File: config.mk
export PLATFORM = sky130hd
export DESIGN_NAME = multi_issue_buffer
export DESIGN_NICKNAME = d
export VERILOG_FILES = /design/src/rtl/multi_issue_buffer_pkg.sv /design/src/rtl/multi_issue_buffer_iq_hazard_check.sv /design/src/rtl/multi_issue_buffer.sv
export SDC_FILE = /design/constraint.sdc
export NUM_CORES = 1
export LEC_CHECK = 0
export BUFFER_PORTS_ARGS = -buffer_cell sky130_fd_sc_hd__buf_2
export CORE_MARGIN = 10
export CORE_UTILIZATION = 60
export DETAILED_ROUTE_END_ITERATION = 7
export GPL_ROUTABILITY_DRIVEN = 0
export PLACE_DENSITY = 0.8
export SLEW_MARGIN = 15
export SYNTH_ARGS = -nofsm -noshare
export SYNTH_HDL_FRONTEND = slang
export SYNTH_SLANG_ARGS = --single-unit
File: constraint.sdc
create_clock -name clk_i -period 12.6 [get_ports clk_i]
set_clock_uncertainty 0.1 [all_clocks]
set_input_delay 0.63 -clock clk_i [delete_from_list [all_inputs] [get_ports clk_i]]
set_output_delay 0.63 -clock clk_i [all_outputs]
set_load 0.01 [all_outputs]
File: src/rtl/multi_issue_buffer_pkg.sv
// Shared types and helpers for the multi-lane in-order issue buffer.
package multi_issue_buffer_pkg;

    localparam int unsigned IQ_DEPTH     = 8;
    localparam int unsigned IQ_PAYLOAD_W = 64;
    localparam int unsigned IQ_REG_W     = 5;
    localparam int unsigned CNT_W        = $clog2(IQ_DEPTH + 1);
    localparam int unsigned PTR_W        = $clog2(IQ_DEPTH);

    typedef struct packed {
        logic [IQ_PAYLOAD_W-1:0] payload;
        logic [IQ_REG_W-1:0]     rd;
        logic [IQ_REG_W-1:0]     rs1;
        logic [IQ_REG_W-1:0]     rs2;
        logic                    we;
    } iq_lane_t;

    // Younger instruction reads a register the older one writes (x0 never conflicts).
    function automatic logic raw_hazard(input iq_lane_t older, input iq_lane_t younger);
        return older.we && (older.rd != '0) &&
               ((older.rd == younger.rs1) || (older.rd == younger.rs2));
    endfunction

endpackage

File: src/rtl/multi_issue_buffer_iq_hazard_check.sv
// Flags issue lanes that read a register written by any older lane in the same group.
module iq_hazard_check
    import multi_issue_buffer_pkg::*;
#(
    parameter int unsigned NR_ISS = 2
) (
    input  iq_lane_t [NR_ISS-1:0] cand,
    output logic     [NR_ISS-1:0] blocked
);

    always_comb begin
        blocked = '0;
        for (int k = 1; k < NR_ISS; k++) begin
            for (int j = 0; j < k; j++) begin
                if (raw_hazard(cand[j], cand[k])) begin
                    blocked[k] = 1'b1;
                end
            end
        end
    end

endmodule

File: src/rtl/multi_issue_buffer.sv
// In-order circular issue buffer: NR_ENQ lanes in, NR_ISS lanes out, with
// intra-group RAW blocking. Enqueued entries become visible the next cycle.
module multi_issue_buffer
    import multi_issue_buffer_pkg::*;
#(
    parameter int unsigned DEPTH     = IQ_DEPTH,
    parameter int unsigned NR_ENQ    = 2,
    parameter int unsigned NR_ISS    = 2,
    parameter int unsigned PAYLOAD_W = IQ_PAYLOAD_W,
    parameter int unsigned REG_W     = IQ_REG_W
) (
    input  logic                          clk_i,
    input  logic                          rst_i,
    input  logic                          flush_i,
    input  logic                          stall_i,
    input  logic [NR_ENQ-1:0]             enq_valid_i,
    input  logic [NR_ENQ*PAYLOAD_W-1:0]   enq_data_i,
    input  logic [NR_ENQ*REG_W-1:0]       enq_rd_i,
    input  logic [NR_ENQ*REG_W-1:0]       enq_rs1_i,
    input  logic [NR_ENQ*REG_W-1:0]       enq_rs2_i,
    input  logic [NR_ENQ-1:0]             enq_we_i,
    output logic [NR_ENQ-1:0]             enq_ready_o,
    output logic [NR_ISS-1:0]             iss_valid_o,
    output logic [NR_ISS*PAYLOAD_W-1:0]   iss_data_o,
    output logic [NR_ISS*REG_W-1:0]       iss_rd_o,
    output logic [NR_ISS*REG_W-1:0]       iss_rs1_o,
    output logic [NR_ISS*REG_W-1:0]       iss_rs2_o,
    output logic [NR_ISS-1:0]             iss_we_o,
    input  logic [NR_ISS-1:0]             iss_ready_i,
    output logic [$clog2(DEPTH+1)-1:0]    occupancy_o,
    output logic                          issue_stall_o
);

    localparam int unsigned OCC_W = $clog2(DEPTH + 1);
    localparam int unsigned IDX_W = (DEPTH > 1) ? $clog2(DEPTH) : 1;

    iq_lane_t               mem_q [DEPTH];
    logic [IDX_W-1:0]       head_q;
    logic [IDX_W-1:0]       tail_q;
    logic [OCC_W-1:0]       count_q;

    logic [OCC_W-1:0]       free;
    logic [OCC_W-1:0]       enq_cnt;
    logic [OCC_W-1:0]       iss_cnt;
    logic [NR_ENQ-1:0]      enq_fire;
    logic [IDX_W-1:0]       wr_idx [NR_ENQ];
    iq_lane_t [NR_ENQ-1:0]  enq_lane;
    iq_lane_t [NR_ISS-1:0]  cand;
    logic [NR_ISS-1:0]      cand_ok;
    logic [NR_ISS-1:0]      blocked;
    logic [NR_ISS-1:0]      iss_valid;

    // Explicit modulo-DEPTH add; offsets never exceed DEPTH so one subtraction suffices.
    function automatic logic [IDX_W-1:0] ptr_add(input logic [IDX_W-1:0] p,
                                                 input logic [OCC_W-1:0] off);
        logic [OCC_W:0] s;
        s = (OCC_W+1)'(p) + (OCC_W+1)'(off);
        if (s >= (OCC_W+1)'(DEPTH)) begin
            s = s - (OCC_W+1)'(DEPTH);
        end
        return IDX_W'(s);
    endfunction

    // Credits come from registered occupancy only; same-cycle dequeues give none.
    assign free = OCC_W'(DEPTH) - count_q;

    always_comb begin
        enq_ready_o = '0;
        for (int k = 0; k < NR_ENQ; k++) begin
            enq_ready_o[k] = !rst_i && (free > OCC_W'(k));
        end
    end

    assign enq_fire = enq_valid_i & enq_ready_o & {NR_ENQ{!flush_i}};

    always_comb begin
        for (int k = 0; k < NR_ENQ; k++) begin
            enq_lane[k].payload = IQ_PAYLOAD_W'(enq_data_i[k*PAYLOAD_W +: PAYLOAD_W]);
            enq_lane[k].rd      = IQ_REG_W'(enq_rd_i[k*REG_W +: REG_W]);
            enq_lane[k].rs1     = IQ_REG_W'(enq_rs1_i[k*REG_W +: REG_W]);
            enq_lane[k].rs2     = IQ_REG_W'(enq_rs2_i[k*REG_W +: REG_W]);
            enq_lane[k].we      = enq_we_i[k];
        end
    end

    // Accepted lanes are packed at tail in lane order.
    always_comb begin
        enq_cnt = '0;
        for (int k = 0; k < NR_ENQ; k++) begin
            wr_idx[k] = ptr_add(tail_q, enq_cnt);
            if (enq_fire[k]) begin
                enq_cnt = enq_cnt + OCC_W'(1);
            end
        end
    end

    always_ff @(posedge clk_i) begin
        for (int k = 0; k < NR_ENQ; k++) begin
            if (enq_fire[k]) begin
                mem_q[wr_idx[k]] <= enq_lane[k];
            end
        end
    end

    always_comb begin
        for (int k = 0; k < NR_ISS; k++) begin
            cand[k]    = mem_q[ptr_add(head_q, OCC_W'(k))];
            cand_ok[k] = OCC_W'(k) < count_q;
        end
    end

    iq_hazard_check #(
        .NR_ISS (NR_ISS)
    ) u_hazard (
        .cand    (cand),
        .blocked (blocked)
    );

    assign iss_valid = cand_ok & ~blocked & {NR_ISS{!stall_i && !flush_i && !rst_i}};

    // Only the accepted prefix is consumed; a ready lane behind a refused one stays.
    always_comb begin
        logic run;
        run     = 1'b1;
        iss_cnt = '0;
        for (int k = 0; k < NR_ISS; k++) begin
            run = run && iss_valid[k] && iss_ready_i[k];
            if (run) begin
                iss_cnt = iss_cnt + OCC_W'(1);
            end
        end
    end

    always_ff @(posedge clk_i) begin
        if (rst_i) begin
            head_q  <= '0;
            tail_q  <= '0;
            count_q <= '0;
        end else if (flush_i) begin
            head_q  <= '0;
            tail_q  <= '0;
            count_q <= '0;
        end else begin
            head_q  <= ptr_add(head_q, iss_cnt);
            tail_q  <= ptr_add(tail_q, enq_cnt);
            count_q <= count_q + enq_cnt - iss_cnt;
        end
    end

    always_comb begin
        for (int k = 0; k < NR_ISS; k++) begin
            iss_data_o[k*PAYLOAD_W +: PAYLOAD_W] = PAYLOAD_W'(cand[k].payload);
            iss_rd_o[k*REG_W +: REG_W]           = REG_W'(cand[k].rd);
            iss_rs1_o[k*REG_W +: REG_W]          = REG_W'(cand[k].rs1);
            iss_rs2_o[k*REG_W +: REG_W]          = REG_W'(cand[k].rs2);
            iss_we_o[k]                          = cand[k].we;
        end
    end

    assign iss_valid_o   = iss_valid;
    assign occupancy_o   = count_q;
    assign issue_stall_o = !rst_i && (count_q != '0) && !(iss_valid[0] && iss_ready_i[0]);

    // Lane valids must be a prefix starting at lane 0.
    assert property (@(posedge clk_i) disable iff (rst_i)
        ((enq_valid_i & (enq_valid_i + NR_ENQ'(1))) == '0))
        else $error("multi_issue_buffer: non-prefix enq_valid_i %b", enq_valid_i);

endmodule
### Yosys cells after proc, flatten, opt, wreduce, memory -nomap -nowiden

Memory sizes are Yosys's and may differ from the RTL's.
Cells that the tools add are included.

| word-level totals | value |
|---|---|
| register bits | 10 |
| latch bits | 0 |
| memory bits (writable) | 640 |
| memory bits (read-only) | 0 |
| input port bits | 168 |
| logic and storage cells | 70 |
| memories | 1 |

| operators by class | value |
|---|---|
| $add $sub $neg | 15 |
| $mul | 0 |
| divide/modulo/power cells | 0 |
| $lt $le $gt $ge | 10 |
| equality and inequality tests | 2 |
| shift-type cells | 0 |
| muxes and demuxes | 15 |
| bitwise logic cells | 5 |
| reduce and logical (&&, ||, !) cells | 19 |

Memory list:

| name | depth | width | read ports | clocked after Yosys merged registers in | wr ports | line | text |
|---|---|---|---|---|---|---|---|
| mem_q | 8 | 80 | 2 | 0 | 2 | multi_issue_buffer.sv:37 | `iq_lane_t mem_q [DEPTH];` |

Operator list:

| cell | number |
|---|---|
| $mux 3 | 6 |
| $sub 3x1->3 const B | 6 |
| $ge 4x4->1 const B | 3 |
| $logic_and 1x1->1 | 11 |
| $eq 5x5->1 | 2 |
| $and 2x2->2 | 4 |
| $ge 3x4->1 const B | 2 |
| $gt 4x1->1 const B | 2 |
| $lt 1x4->1 const A | 2 |
| $mux 1 | 7 |
| $add 3x4->5 | 1 |
| $ge 5x4->1 const B | 1 |
| $reduce_bool 5->1 | 1 |
| $add 3x1->4 | 1 |
| $add 3x1->4 const B | 1 |
| $add 3x2->4 | 1 |
| $add 4x1->4 const B | 1 |
| $add 4x4->4 | 1 |
| $logic_not 1->1 | 4 |
| $mux 4 | 1 |
| $reduce_bool 4->1 | 1 |
| $sub 4x4->4 | 1 |
| $sub 4x4->4 const A | 1 |
| $add 1x1->2 const B | 1 |
| 4 further kinds | 4 |

### Depth between registers and ports, before layout

An unclocked memory read counts as a cell.

| depth | value |
|---|---|
| depth in word-level cells | 18 |
| mapped depth | 19 |
| mapped depth without buffers | 16 |

### Hierarchy

A second synthesis with hierarchy kept.

| second synthesis, totals | value |
|---|---|
| cell total of the unflattened synthesis | 2038 |
| area total of the unflattened synthesis | 37424.6 um^2 |

Modules (own cells, without submodules):

| module | times used | cells an instance | area an instance (um^2) | sequential area each (um^2) |
|---|---|---|---|---|
| multi_issue_buffer | 1 | 2019 | 37288.3 | 19418.6 |
| iq_hazard_check | 1 | 19 | 136.4 | 0.0 |

### Worst setup path before layout

Ideal clock, no wire load.

| timing path | value |
|---|---|
| path type | input-to-reg |
| start point | input port rst_i |
| end point | memory mem_q[1][0] (netlist name) (enable) |
| data arrival time | 7064 ps |
| slack | 4800 ps |
| cell stages on the path | 5 |
| path buffers | 0 |
| cells stage by stage | nor2_1 nand2_1 nor2_1 nand2_1 o31ai_1 |

RTL lines:

| item | line | text |
|---|---|---|
| from (decl) | multi_issue_buffer.sv:13 | `input logic rst_i,` |
| to (decl) | multi_issue_buffer.sv:37 |  |

### Final worst setup path

| timing path | value |
|---|---|
| start point | register head_q[1] |
| end point | register count_q[3], in the netlist occupancy_o[3] |

| between the ends | value |
|---|---|
| word-level cells in the longest chain between the ends | 15 |

RTL lines:

| item | line | text |
|---|---|---|
| from (decl) | multi_issue_buffer.sv:38 | `logic [IDX_W-1:0] head_q;` |
| from (signal assigned) | multi_issue_buffer.sv:144 | `head_q <= ptr_add(head_q, iss_cnt);` |
| $add 3x1->4 | multi_issue_buffer.sv:57 | `s = (OCC_W+1)'(p) + (OCC_W+1)'(off);` |
| $ge 4x4->1 / $sub 3x1->3 (equally long branches) | multi_issue_buffer.sv:58, multi_issue_buffer.sv:59 |  |
| $mux 3 | multi_issue_buffer.sv:58 | `if (s >= (OCC_W+1)'(DEPTH)) begin` |
| $mem_v2 8x80 (*) | n/a |  |
| $eq 5x5->1 | multi_issue_buffer_pkg.sv:21 | `((older.rd == younger.rs1) \|\| (older.rd == younger.rs2));` |
| $logic_or 1x1->1 | multi_issue_buffer_pkg.sv:21 |  |
| $logic_and 1x1->1 (*) | multi_issue_buffer_pkg.sv:20 | `return older.we && (older.rd != '0) &&` |
| $mux 1 (*) | multi_issue_buffer_iq_hazard_check.sv:15 | `if (raw_hazard(cand[j], cand[k])) begin` |
| $not 2->2 (*) | multi_issue_buffer.sv:119 | `assign iss_valid = cand_ok & ~blocked & {NR_ISS{!stall_i && !flush_i && !rst_i}};` |
| $and 2x2->2 (*) (2 in series) | multi_issue_buffer.sv:119 |  |
| $logic_and 1x1->1 (*) (2 in series) | multi_issue_buffer.sv:127 | `run = run && iss_valid[k] && iss_ready_i[k];` |
| $mux 2 (*) | multi_issue_buffer.sv:128 | `if (run) begin` |
| $sub 4x4->4 (*) | multi_issue_buffer.sv:146 | `count_q <= count_q + enq_cnt - iss_cnt;` |
| to (signal assigned) | multi_issue_buffer.sv:146 |  |
| to (decl) | multi_issue_buffer.sv:40 | `logic [OCC_W-1:0] count_q;` |

Every way passes the cells marked *; elsewhere a longest branch is shown, timed or not.
A chain may end at the register's enable or synchronous reset.

==> flow_metrics.py <==
metrics = {
    "status": {
        "status": "complete, no violations",
    },
    "yosys": {
        "ys_types": 49,
        "synth-edff-count": 640,
        "ys_ff_latch": 650,
        "synth_area_leaders": "edfxtp_1 (51%), mux2_2 (20%), mux4_2 (19%)",
        "synth_flop_cell": "edfxtp_1",
        "netlist_area_um2": 37600,
        "synth_nets": 2427,
        "yosys_warnings": 0,
        "syn-instance-count": 2243,
        "synth_top_area_cell": "edfxtp_1",
        "postSynth.asyncResetShare_pct": 0,
        "ys_seq_area_share_pct": 51.7,
        "synth.top_cell.area_share_pct": 51.2,
        "synth_area_per_cell_um2": 16.7,
    },
    "critical_path": {
        "timing.rr.start": "head_q[1]",
        "worstSetupPathType": "reg2reg",
        "r2r_setup_slack_ps": 6770,
        "r2r_end": "occupancy_o[3]",
        "crit_path_cell_trace": "ha_4, buf_12, mux4_2, mux2_2, xnor2_1, nor4_2, nor4_2, ha_1, fa_1, inv_1, ha_1, a21o_1, a21oi_1, xnor2_1, nor2_1",
        "cp-end-kind": "flip-flop",
        "crit_slowest_cell": "dfxtp_4",
        "crit_fanout": 96,
        "critical_path.endpoint": "occupancy_o[3]",
        "cpPeakStageDelay_ps": 920,
        "worst_ep_arrival_time_ps": 6240,
        "cp-startpoint": "head_q[1]",
        "cp.required_ps": 13010,
        "cp-start-kind": "flip-flop",
        "ff2ff_path_depth": 15,
    },
    "detailed_routing": {
        "drtAntennaViolNets": 0,
        "via_count": 23200,
        "avgViaCountPerCell": 6.77,
        "finalWirelength_um": 106000,
        "drt_pass1_iterations": 5,
        "avgRoutedWirePerCell_um": 30.9,
        "detailedRoute.firstIterationViolations": 2727,
        "drc": 0,
    },
    "cts": {
        "path_clk_slew_ps": 60,
        "clockBufferDepth": 3,
        "cts_tree": "done",
        "htreeDepth": 3,
        "ctsHoldBuffers": 0,
        "cts.root.buffer_cell": "clkbuf_16",
        "cts_resized": 0,
        "clock-sinks": 650,
        "clk_latency_ps": 620,
        "cts_setup_buffers": 0,
        "numCtsBuffers": 71,
    },
    "floorplanning": {
        "initial_utilization_pct": 60.7,
        "core_um2": 61800,
        "die_y_um": 270,
        "die_w_um": 270,
        "rows": 91,
        "ios": 337,
        "die_area_um2": 73000,
    },
    "power_and_ir_drop": {
        "comb_power_share_pct": 7.2,
        "switching_share_pct": 21.6,
        "p_int_mw": 3.82,
        "p_switching_mw": 1.05,
        "vdd_drop_max_mv": 0.0999,
        "seqPwrFrac_pct": 49.7,
        "p_leak_nw": 14.1,
        "powerDensity_nw_per_um2": 115,
        "clkPwrFrac_pct": 43.2,
    },
    "placed_design": {
        "dp_hpwl_um": 61300,
        "dpl-instance-area_um2": 39900,
        "dp_cells": 3281,
        "portBuffers": 336,
    },
    "cells_and_area": {
        "final_cells": 3425,
        "mostFrequentLayoutCells": "mux2_2 (665), edfxtp_1 (640), buf_2 (336)",
        "fill_cells": 4122,
        "drive_above_1_share_pct": 57.8,
        "final_nets": 2701,
        "final_common_cell": "mux2_2",
        "fin_area_um2": 42300,
        "area_delta_synth_final_pct": 12.6,
    },
    "job": {
        "cap_violations": 0,
    },
    "sta": {
        "worst_slew_pin_slew_ps": 1240,
        "fmax_mhz": 172,
        "period_share_pct": 46.3,
        "slew_headroom_pct": 17.1,
        "hold_violations": 0,
        "holdWs_ps": 286,
        "drv_slew": 0,
        "rsz0062_at_grt": "false",
        "setup_violations": 0,
        "fin_setup_tns_ps": 0,
        "finalCriticalPeriod_ps": 5830,
    },
    "worst_hold_path": {
        "min_path_type": "in2reg",
        "min-delay-start": "flush_i",
    },
    "global_route": {
        "grt_pass1_vias": 24800,
        "grt_max_degree": 154,
        "overflow": 0,
        "grt_util_all_layers_pct": 28.7,
        "antenna_found_initial": 32,
        "grt_pass1_wl_um": 158000,
    },
}
## logic make-up (layout without fill, tap and decap cells)
logic type | Yosys count | after routing | synth area share, %
AOI/OAI and AO/OA | 15 | 15 | 0.350
xor gates and xnor gates | 19 | 19 | 0.463
adders and majority gates | 16 | 16 | 0.613
buffers and inverters | 190 | 518 | 2.40
DFF | 650 | 650 | 51.7
muxes | 1053 | 1053 | 40.9
other | 0 | 17 | 0
and+or+nand+nor | 300 | 300 | 3.55
## registers in the layout (all words and copies together), names as in the netlist
signal / cells
mem_q: 640
occupancy_o: 4
tail_q: 3
head_q: 3
## Yosys cell counts, types with 3 or more instances
cell / instances
mux2_2: 665
edfxtp_1: 640
mux4_2: 310
nand2_1: 226
buf_2: 117
mux2_1: 58
clkbuf_1: 39
mux2i_1: 16
nor2_1: 16
inv_1: 15
buf_1: 12
ha_1: 12
nor3b_1: 12
xnor2_1: 12
dfxtp_1: 10
nor3_1: 10
and2_1: 8
nand3b_1: 6
xor2_1: 6
buf_6: 5
fa_1: 4
and4_1: 3
nor2b_1: 3
nor4_2: 3
o21ai_0: 3
o21bai_1: 3
## how the worst min path moves through the flow
stage               cells past startpoint  slack [ps]      endpoint
finish                                  3         290     head_q[1]
global route                            2         300  mem_q[2][44]
CTS                                     3         270     head_q[1]
detailed placement                      2         550     tail_q[0]
global placement                        2         530     tail_q[0]
floorplan                               2         480     head_q[0]
## metrics by stage
stage	setup slack, ps	total power, mW	util, %
2_1_floorplan	4800	2.66	-
3_3_place_gp	6830	2.79	64.6
3_5_place_dp	6750	2.81	64.6
4_1_cts	6720	4.88	68.4
5_1_grt	6370	5.00	68.4
6_report	6770	4.87	68.4
## area by class of cell
class                           count  area [µm²]  share of cell area, %
Multi-Input combinational cell   1403       17400                   41.1
Tap cell                          837        1050                   2.48
Clock buffer                       86        1940                   4.58
Inverter                           16        60.1                  0.142
Sequential cell                   650       19400                   45.9
Clock inverter                     41         388                  0.917
Antenna cell                       17        42.5                  0.101
Timing Repair Buffer              375        2000                   4.73
## power groups by stage
stage          combinational, mW  sequential [mW]  clock (mW)
2_1_floorplan              0.201             2.46           0
3_3_place_gp               0.330             2.46           0
3_5_place_dp               0.343             2.46           0
4_1_cts                    0.347             2.42        2.12
5_1_grt                    0.375             2.42        2.21
6_report                   0.348             2.42        2.10
## metal layers
metal | share of wire [%] | global-route usage (%)
met1 | 37 | 36.2
met2 | 50 | 47.9
met3 | 8.8 | 5.66
met4 | 3.9 | 12.8
met5 | 0.16 | 0
## worst max-delay path, delay by kind of cell (launching register included)
kind / cells / cell delay (ps)
muxes: 2 / 920
adders and majority gates: 4 / 1710
DFF: 1 / 920
xor gates and xnor gates: 2 / 280
AOI/OAI and AO/OA: 2 / 370
and+or+nand+nor: 3 / 510
buffers and inverters: 2 / 560
Note: power is estimated with default switching activity, not from simulation.
